### config.mk
export PLATFORM = sky130hd
export DESIGN_NAME = lcd_frame_writer
export DESIGN_NICKNAME = d
export VERILOG_FILES = /design/src/rtl/lcd_frame_writer.sv
export SDC_FILE = /design/constraint.sdc
export NUM_CORES = 1
export LEC_CHECK = 0
export CORE_ASPECT_RATIO = 0.8
export CORE_MARGIN = 8
export CORE_UTILIZATION = 40
export DETAILED_ROUTE_END_ITERATION = 16
export GPL_TIMING_DRIVEN = 0
export SYNTH_ARGS = -nofsm -noshare
export SYNTH_HDL_FRONTEND = slang
export SYNTH_SLANG_ARGS = --single-unit
### constraint.sdc
create_clock -name clk -period 4.55 [get_ports clk]
set_input_delay 0.91 -clock clk [delete_from_list [all_inputs] [get_ports clk]]
set_output_delay 0.91 -clock clk [all_outputs]
set_load 0.05 [all_outputs]
### src/rtl/lcd_frame_writer.sv
// lcd_frame_writer: Avalon-MM master that streams an N_ROWS x N_COLS character frame to an
// HD44780-style LCD controller. It sends the init sequence once after reset, then one frame per start.
module lcd_frame_writer #(
    parameter int N_ROWS       = 2,
    parameter int N_COLS       = 16,
    parameter bit AUTO_REFRESH = 1'b0,
    localparam int DEPTH = N_ROWS * N_COLS,
    localparam int AW    = (DEPTH > 1) ? $clog2(DEPTH) : 1
) (
    input  logic          clk,
    input  logic          reset,
    input  logic          start,
    output logic          busy,
    output logic          done,
    input  logic          buf_we,
    input  logic [AW-1:0] buf_addr,
    input  logic [7:0]    buf_wdata,
    output logic          address,
    output logic          chipselect,
    output logic          byteenable,
    output logic          read,
    output logic          write,
    input  logic          waitrequest,
    output logic [7:0]    writedata
);

    localparam int RW = (N_ROWS > 1) ? $clog2(N_ROWS) : 1;
    localparam int CW = (N_COLS > 1) ? $clog2(N_COLS) : 1;

    typedef enum logic [2:0] {IDLE, INIT, ROW_ADDR, CHAR, DONE} state_t;

    state_t          state_q, state_d;
    logic            inited_q, inited_d;
    logic [1:0]      initIdx_q, initIdx_d;
    logic [RW-1:0]   row_q, row_d;
    logic [CW-1:0]   col_q, col_d;
    logic [AW-1:0]   ptr_q, ptr_d;
    logic [AW-1:0]   nextPtr;
    logic [7:0]      wdata_q, wdata_d;
    logic            addr_q, addr_d;
    logic            accept;
    logic [7:0]      frameBuf [DEPTH];

    function automatic logic [7:0] initCmd(input logic [1:0] idx);
        case (idx)
            2'd0:    return 8'h38;
            2'd1:    return 8'h0C;
            2'd2:    return 8'h01;
            default: return 8'h06;
        endcase
    endfunction

    // Rows 2 and 3 of a 4-line module continue rows 0 and 1 at DDRAM offset N_COLS.
    function automatic logic [7:0] rowCmd(input logic [RW-1:0] r);
        logic [7:0] base;
        base = 8'h00;
        case (32'(r))
            1:       base = 8'h40;
            2:       base = 8'(N_COLS);
            3:       base = 8'(64 + N_COLS);
            default: base = 8'h00;
        endcase
        return 8'h80 | base;
    endfunction

    always_ff @(posedge clk) begin
        if (reset) begin
            state_q   <= IDLE;
            inited_q  <= 1'b0;
            initIdx_q <= '0;
            row_q     <= '0;
            col_q     <= '0;
            ptr_q     <= '0;
            wdata_q   <= 8'h00;
            addr_q    <= 1'b0;
        end else begin
            state_q   <= state_d;
            inited_q  <= inited_d;
            initIdx_q <= initIdx_d;
            row_q     <= row_d;
            col_q     <= col_d;
            ptr_q     <= ptr_d;
            wdata_q   <= wdata_d;
            addr_q    <= addr_d;
        end
    end

    always_ff @(posedge clk) begin
        if (reset) begin
            for (int i = 0; i < DEPTH; i++) begin
                frameBuf[i] <= 8'h20;
            end
        end else if (buf_we && (32'(buf_addr) < DEPTH)) begin
            frameBuf[buf_addr] <= buf_wdata;
        end
    end

    // Each transfer's payload is latched the moment it is presented, so later buffer writes cannot disturb it.
    always_comb begin
        state_d   = state_q;
        inited_d  = inited_q;
        initIdx_d = initIdx_q;
        row_d     = row_q;
        col_d     = col_q;
        ptr_d     = ptr_q;
        wdata_d   = wdata_q;
        addr_d    = addr_q;
        nextPtr   = ptr_q + AW'(1);
        accept    = write && !waitrequest;

        case (state_q)
            IDLE: begin
                if (start) begin
                    row_d  = '0;
                    ptr_d  = '0;
                    addr_d = 1'b0;
                    if (inited_q) begin
                        state_d = ROW_ADDR;
                        wdata_d = rowCmd('0);
                    end else begin
                        state_d   = INIT;
                        initIdx_d = 2'd0;
                        wdata_d   = initCmd(2'd0);
                    end
                end
            end
            INIT: begin
                if (accept) begin
                    if (initIdx_q == 2'd3) begin
                        inited_d = 1'b1;
                        state_d  = ROW_ADDR;
                        row_d    = '0;
                        ptr_d    = '0;
                        wdata_d  = rowCmd('0);
                    end else begin
                        initIdx_d = initIdx_q + 2'd1;
                        wdata_d   = initCmd(initIdx_q + 2'd1);
                    end
                end
            end
            ROW_ADDR: begin
                if (accept) begin
                    state_d = CHAR;
                    col_d   = '0;
                    addr_d  = 1'b1;
                    wdata_d = frameBuf[ptr_q];
                end
            end
            CHAR: begin
                if (accept) begin
                    ptr_d = nextPtr;
                    if (col_q != CW'(N_COLS - 1)) begin
                        col_d   = col_q + CW'(1);
                        wdata_d = frameBuf[nextPtr];
                    end else if (row_q != RW'(N_ROWS - 1)) begin
                        state_d = ROW_ADDR;
                        row_d   = row_q + RW'(1);
                        addr_d  = 1'b0;
                        wdata_d = rowCmd(row_q + RW'(1));
                    end else begin
                        state_d = DONE;
                        addr_d  = 1'b0;
                    end
                end
            end
            DONE: begin
                if (AUTO_REFRESH) begin
                    state_d = ROW_ADDR;
                    row_d   = '0;
                    ptr_d   = '0;
                    addr_d  = 1'b0;
                    wdata_d = rowCmd('0);
                end else begin
                    state_d = IDLE;
                end
            end
            default: state_d = IDLE;
        endcase
    end

    always_comb begin
        write      = (state_q == INIT) || (state_q == ROW_ADDR) || (state_q == CHAR);
        chipselect = write;
        busy       = write;
        done       = (state_q == DONE);
        address    = addr_q;
        writedata  = wdata_q;
        byteenable = 1'b1;
        read       = 1'b0;
    end

endmodule

==> results.txt, run 1 <==
----------------------------------------------------
[Run status]
  Result of the run ... complete, no violations

[Clocking]
  Clk root buf ... sky130_fd_sc_hd__clkbuf_16
  Resized Gates After CTS ... 0
  Clock tree from TritonCTS ... yes
  Latest clock arrival within the worst-skew pair ... 0.59 ns
  Clock transition at the registers of the reported paths ... 0.06 ns
  Postcts setup bufs ... 0
  TritonCTS sink count ... 286
  Number of CTS-inserted buffers ... 30
  Maximum buffer depth of the clock tree ... 3
  Deepest level of the CTS H-tree ... 1
  Post-CTS Hold Buffers ... 0

[Power]
  P_leak ... 5.70 nW
  Share of total power consumed by net switching ... 24.4%
  Share of total power in sequential cells ... 49.4%
  Part of the total power dissipated in the clock network ... 42.0%
  Internal Power ... 4.71 mW
  Power dissipated by switching net loads ... 1.52 mW
  Cell area power density ... 356 nW/µm²
  Post-layout power ... 6.23 mW
  Peak supply drop ... 0.257 mV
  Comb pwr share ... 8.6%

[Yosys]
  Synth Area in XOR/XNOR ... 0.282%
  Synthesized Nets ... 1167
  Combinational family with the most area after synthesis ... multiplexers
  Simple-gate share of the synthesized area ... 17.9%
  Register bit count reported by yosys ... 286
  Mapped Cells ... 1141
  Sequential area share after synthesis ... 53.3%
  Count of distinct cell types in the synthesized netlist ... 52
  FFs w/ async S/R, synth ... 0%
  Post-synthesis instance area ... 15500 µm²
  Multiplexer area fraction after synthesis ... 21.3%
  Top_reg_cell synth ... sky130_fd_sc_hd__edfxtp_1
  Mean Syn Cell Area ... 13.6 µm²
  Synth Warn # ... 0
  Compound-Gate Fraction of Synth Area ... 3.34%
  Synthesized-area fraction occupied by adder cells ... 0.644%
  Number of synthesized flops with an enable pin ... 256

[Setup path]
  Endpoint of the lowest-slack register-to-register path ... writedata[3]
  Worst endpoint data arrival time ... 4.26 ns
  Critical path required time ... 4.85 ns
  Reg-to-reg slack, setup ... 0.70 ns
  Category of the worst setup path capture point ... flop
  Depth of the worst register-to-register path ... 8
  CP Class ... primary input to flop
  Start point of the critical path ... reset
  Startpoint type of the worst setup path ... primary input
  Maximum fanout count along the critical path ... 10
  Worst reg2reg path startpoint ... ptr_q[0]

[STA]
  Final-report hold violation count ... 0
  Number of max-slew violations in the final report ... 0
  Number of setup violations in the final report ... 0
  Setup_tns ... 0 ns
  Setup repair after global routing missed its margin ... false
  Minimum period implied by the final worst setup slack ... 3.96 ns
  Worst hold slack ... 0.493 ns
  Slew at the pin closest to its max-slew limit ... 1.31 ns
  Fmax ... 0.253 GHz
  Worst Skew ... 0.0121 ns
  Worst-case headroom to the max-slew limit ... 12.9%
  Fin crit share ... 87.0%

[GRT]
  Global route total overflow ... 0
  Antenna violations before repair ... 2
  Vias in the first global route ... 10300
  Wire length of the first global-routing pass ... 76.5 mm
  Total global routing track utilization ... 23.6%
  Maximum number of pins on one net before global-route repair ... 15

[Job]
  Count of maximum capacitance violations ... 0

[Floorplan]
  Die outline height ... 192 µm
  Die extent in x ... 236 µm
  Starting density of the core ... 40.6%
  Row Count ... 64
  I/O Pins ... 33
  Die area ... 45400 µm²
  Standard cell core area ... 38300 µm²

[Hold path]
  Worst hold path type ... flop to flop
  Cell depth of the worst hold path ... 2
  Min-Delay Startpoint ... address
  Hold Path End ... address

[Route]
  Antenna Nets Post-Route ... 0
  Residual DRC count ... 0
  DR vias ... 10900
  Post-DR wirelength/cell ... 31.6 µm
  1st-pass router iterations ... 7
  Via-per-instance ratio ... 6.33
  Iter 0 DRT Violations ... 1679
  Wire length reported by the detailed router ... 54.5 mm

[Layout]
  Commonest cells after routing, fill and taps aside ... 256 x sky130_fd_sc_hd__edfxtp_1, 225 x sky130_fd_sc_hd__and2_1, 134 x sky130_fd_sc_hd__mux4_2, 63 x sky130_fd_sc_hd__nor2_1, 62 x sky130_fd_sc_hd__nand2_1
  Share of final-layout standard cells stronger than drive strength 1 ... 21.2%
  Signed area change from the synthesized netlist to the final layout ... 12.4%
  Post-layout instance area ... 17500 µm²
  Nets ... 1229
  Most common library cell in the layout ignoring fill and taps ... sky130_fd_sc_hd__edfxtp_1

[Place]
  Placed standard-cell area ... 16500 µm²
  Estimated wirelength of the detail-placed design ... 38.7 mm
  Placer's final routability congestion estimate ... 0.972
  Port-buffer cells ... 30

----------------------------------------------------
power groups by stage:
| stage | Combinational (mW) | Sequential [mW] | Clock [mW] |
|---|---|---|---|
| floorplan | 0.309 | 3.11 | 0 |
| global placement | 0.519 | 3.12 | 0 |
| detailed placement | 0.521 | 3.13 | 0 |
| CTS | 0.523 | 3.07 | 2.60 |
| global route | 0.557 | 3.09 | 2.70 |
| finish | 0.533 | 3.08 | 2.62 |
routing by layer:
metal  wire length (µm)  vias up  GRT usage (%)
met5                 34        -              0
li1                   -     4454              -
met1              23400     5594           34.0
met3               6810      118           7.74
met2              22500      722           33.5
met4               1770        4           6.76
final cells by class:
type                       count  area (µm²)
antenna                        1        2.50
buffer                        91         450
clock buffer                  34         787
clock inverter                21         224
fill                        3418       20800
inverter                      11        41.3
multi-input combinational    753        6760
sequential                   286        8290
tap                          495         619
timing repair buffer          30         300
cell usage after synthesis, types with 15 or more instances:
cell                       number  share of area (%)
sky130_fd_sc_hd__mux4_2       134                 19
sky130_fd_sc_hd__dfxtp_1       30                3.9
sky130_fd_sc_hd__nand3_1       28               0.90
sky130_fd_sc_hd__nor3_1        15               0.48
sky130_fd_sc_hd__edfxtp_1     256                 49
sky130_fd_sc_hd__or3_1         36                1.4
sky130_fd_sc_hd__and2_1       225                9.1
sky130_fd_sc_hd__nand2_1       62                1.5
sky130_fd_sc_hd__mux2i_1       23                1.5
sky130_fd_sc_hd__nor2_1        63                1.5
sky130_fd_sc_hd__buf_2         18               0.58
sky130_fd_sc_hd__or2_2         32                1.3
sky130_fd_sc_hd__buf_4         17               0.82
sky130_fd_sc_hd__a21oi_1       21               0.68
sky130_fd_sc_hd__clkbuf_1      52                1.3
metrics by stage:
stage                     cells  setup slack [ns]  util (%)
final                      1722             0.591      45.6
after global routing       1721             0.569      45.6
after CTS                  1721             0.759      45.6
after detailed placement   1666             0.257      43.0
after global placement     1666             0.294      43.0
after floorplan            1141              1.64         -
registers in the layout, indices dropped and copies added (netlist names), named ones only:
| register | count |
|---|---|
| ptr_q | 5 |
| col_q | 4 |
| initIdx_q | 2 |
| state_q | 3 |
| writedata | 8 |
| address | 1 |
| inited_q | 1 |
| row_q | 1 |
| frameBuf | 256 |
critical path, cell delays in order:
cell                              delay [ns]
sky130_fd_sc_hd__clkdlybuf4s50_1        0.48
sky130_fd_sc_hd__clkbuf_1               0.60
sky130_fd_sc_hd__nand2b_1               0.21
sky130_fd_sc_hd__or3_1                  0.11
sky130_fd_sc_hd__clkbuf_1               0.38
sky130_fd_sc_hd__clkbuf_1               0.63
sky130_fd_sc_hd__nor2_1                 0.40
sky130_fd_sc_hd__or2_2                  0.53
worst max path at each step:
stage	end	slack, ns	cells after the start
6_report	frameBuf[20][1]	0.59	8
5_1_grt	frameBuf[20][5]	0.57	8
4_1_cts	chipselect	0.76	6
3_5_place_dp	frameBuf[20][1]	0.26	8
3_3_place_gp	frameBuf[20][1]	0.29	8
2_1_floorplan	chipselect	1.64	5
kinds of logic (layout without fill, tap and decap cells):
group	Yosys count	in the layout
other	2	3
multiplexers	162	162
adder cells (fa/ha/maj)	8	8
XOR/XNOR	5	5
flip-flops	286	286
buffers and inverters	102	187
AO/OA/AOI/OAI	77	77
AND/OR/NAND/NOR	499	499
No activity file was read; power rests on OpenSTA's default activity.
==> run 2: changes to the inputs <==
--- a/config.mk
+++ b/config.mk
@@ -10,6 +10,8 @@
 export CORE_UTILIZATION = 40
 export DETAILED_ROUTE_END_ITERATION = 16
 export GPL_TIMING_DRIVEN = 0
+export RECOVER_POWER = 50
+export REMOVE_ABC_BUFFERS = 1
 export SYNTH_ARGS = -nofsm -noshare
 export SYNTH_HDL_FRONTEND = slang
 export SYNTH_SLANG_ARGS = --single-unit
==> run 2 against run 1 <==
Effect of this change:
- die area stayed put
- core utilization is 0.76 points lower
- setup slack better by 0.53 ns
==> results.txt, run 2 (synthesized netlist as in run 1, its figures left out) <==
----------------------------------------------------
[Run status]
  Result of the run ... complete, no violations

[GRT]
  Total global routing track utilization ... 19.8%
  Vias in the first global route ... 9657
  Maximum number of pins on one net before global-route repair ... 56
  Antenna violations before repair ... 0
  Wire length of the first global-routing pass ... 67.1 mm
  Global route total overflow ... 0

[Layout]
  Largest register FFs ... 256
  Most common library cell in the layout ignoring fill and taps ... sky130_fd_sc_hd__edfxtp_1
  Total area of multi-input combinational cells ... 6790 µm²
  Filler cell count ... 3423
  Post-layout instance area ... 17200 µm²
  Commonest cells after routing, fill and taps aside ... 256 x sky130_fd_sc_hd__edfxtp_1, 135 x sky130_fd_sc_hd__and2_1, 134 x sky130_fd_sc_hd__mux4_2, 90 x sky130_fd_sc_hd__and2_0, 63 x sky130_fd_sc_hd__nor2_1
  Signed area change from the synthesized netlist to the final layout ... 10.6%
  Area taken by flip-flops and latches ... 8300 µm²
  Layout Utilization ... 44.9%
  Largest reg by FF count ... frameBuf
  Number of antenna cells inserted ... 0
  Nets ... 1148
  Share of final-layout standard cells stronger than drive strength 1 ... 20.0%
  Layout Cells excl Fill ... 1639

[STA]
  Setup ws final ... 1.12 ns
  Final-report hold violation count ... 0
  Worst Skew ... 0.00967 ns
  Number of setup violations in the final report ... 0
  Fmax ... 0.291 GHz
  Setup_tns ... 0 ns
  Slew at the pin closest to its max-slew limit ... 1.41 ns
  Setup repair after global routing missed its margin ... false
  Fin crit share ... 75.5%
  Worst-case headroom to the max-slew limit ... 5.82%
  Minimum period implied by the final worst setup slack ... 3.43 ns
  Worst hold slack ... 0.486 ns
  Number of max-slew violations in the final report ... 0

[Setup path]
  Startpoint type of the worst setup path ... flop
  Worst endpoint data arrival time ... 2.52 ns
  Critical path required time ... 3.64 ns
  CP Class ... flop to primary output
  Maximum fanout count along the critical path ... 21
  Category of the worst setup path capture point ... primary output

[Clocking]
  Number of CTS-inserted buffers ... 30
  Deepest level of the CTS H-tree ... 1
  Resized Gates After CTS ... 0
  Latest clock arrival within the worst-skew pair ... 0.58 ns
  Clock tree from TritonCTS ... yes
  Clock transition at the registers of the reported paths ... 0.06 ns
  Maximum buffer depth of the clock tree ... 3
  Clk root buf ... sky130_fd_sc_hd__clkbuf_16
  Postcts setup bufs ... 0
  Post-CTS Hold Buffers ... 0
  TritonCTS sink count ... 286

[Route]
  Antenna Nets Post-Route ... 0
  Wire length reported by the detailed router ... 45.5 mm
  Via-per-instance ratio ... 6.05
  1st-pass router iterations ... 5
  Iter 0 DRT Violations ... 1202
  Residual DRC count ... 0
  DR vias ... 9924
  Post-DR wirelength/cell ... 27.8 µm

[Job]
  Count of maximum capacitance violations ... 0

[Place]
  Port-buffer cells ... 30
  Placed standard-cell area ... 16300 µm²
  Cell count after placement ... 1585
  Estimated wirelength of the detail-placed design ... 30.2 mm
  Post-Place Setup Slack ... 0.721 ns
  Placer's final routability congestion estimate ... 0.851

[Floorplan]
  Row Count ... 64
  Die area ... 45400 µm²
  Die extent in x ... 236 µm
  Die outline height ... 192 µm
  Starting density of the core ... 40.6%
  Standard cell core area ... 38300 µm²
  I/O Pins ... 33

[Power]
  P_leak ... 5.40 nW
  Peak supply drop ... 0.256 mV
  Post-layout power ... 5.93 mW
  Cell area power density ... 345 nW/µm²

[Hold path]
  Worst hold path type ... flop to flop

----------------------------------------------------
-- run 2: path summary, 6_finish.rpt --
kind / startpoint / endpoint / slack (ns) / cells past startpoint
setup / recovery: state_q[1] / busy / 1.12 / 3
hold / removal: address / address / 0.49 / 2
setup reg to reg: ptr_q[0] / writedata[6] / 1.14 / 8
hold reg to reg: address / address / 0.49 / 2
-- run 2: layout make-up --
type	count	share of cell area, %
inverter	11	0.240
timing repair buffer	40	2.99
sequential	286	48.3
multi-input combinational	753	39.5
tap	495	3.61
clock buffer	39	4.57
clock inverter	15	0.772
-- run 2: worst max-delay path, stage by stage, from the launching register on --
cell and delay (ns):
sky130_fd_sc_hd__dfxtp_1 0.73, sky130_fd_sc_hd__nor2_1 0.16, sky130_fd_sc_hd__nor2_1 0.21, sky130_fd_sc_hd__clkdlybuf4s50_1 0.84
-- run 2: per-layer routing --
| layer | vias up | routed length (µm) | global-route usage (%) |
|---|---|---|---|
| li1 | 4274 | - | - |
| met1 | 5081 | 20400 | 29.4 |
| met2 | 489 | 19400 | 28.8 |
| met3 | 80 | 4520 | 5.31 |
| met4 | 0 | 1120 | 4.51 |
| met5 | - | 0 | 0 |
-- run 2: report_power, final --
| part | leakage (nW) | switching, mW | internal (mW) |
|---|---|---|---|
| clock network | 0.440 | 1.04 | 1.32 |
| registers | 2.70 | 0.0904 | 2.99 |
| logic | 2.26 | 0.302 | 0.181 |
| total | 5.40 | 1.43 | 4.50 |
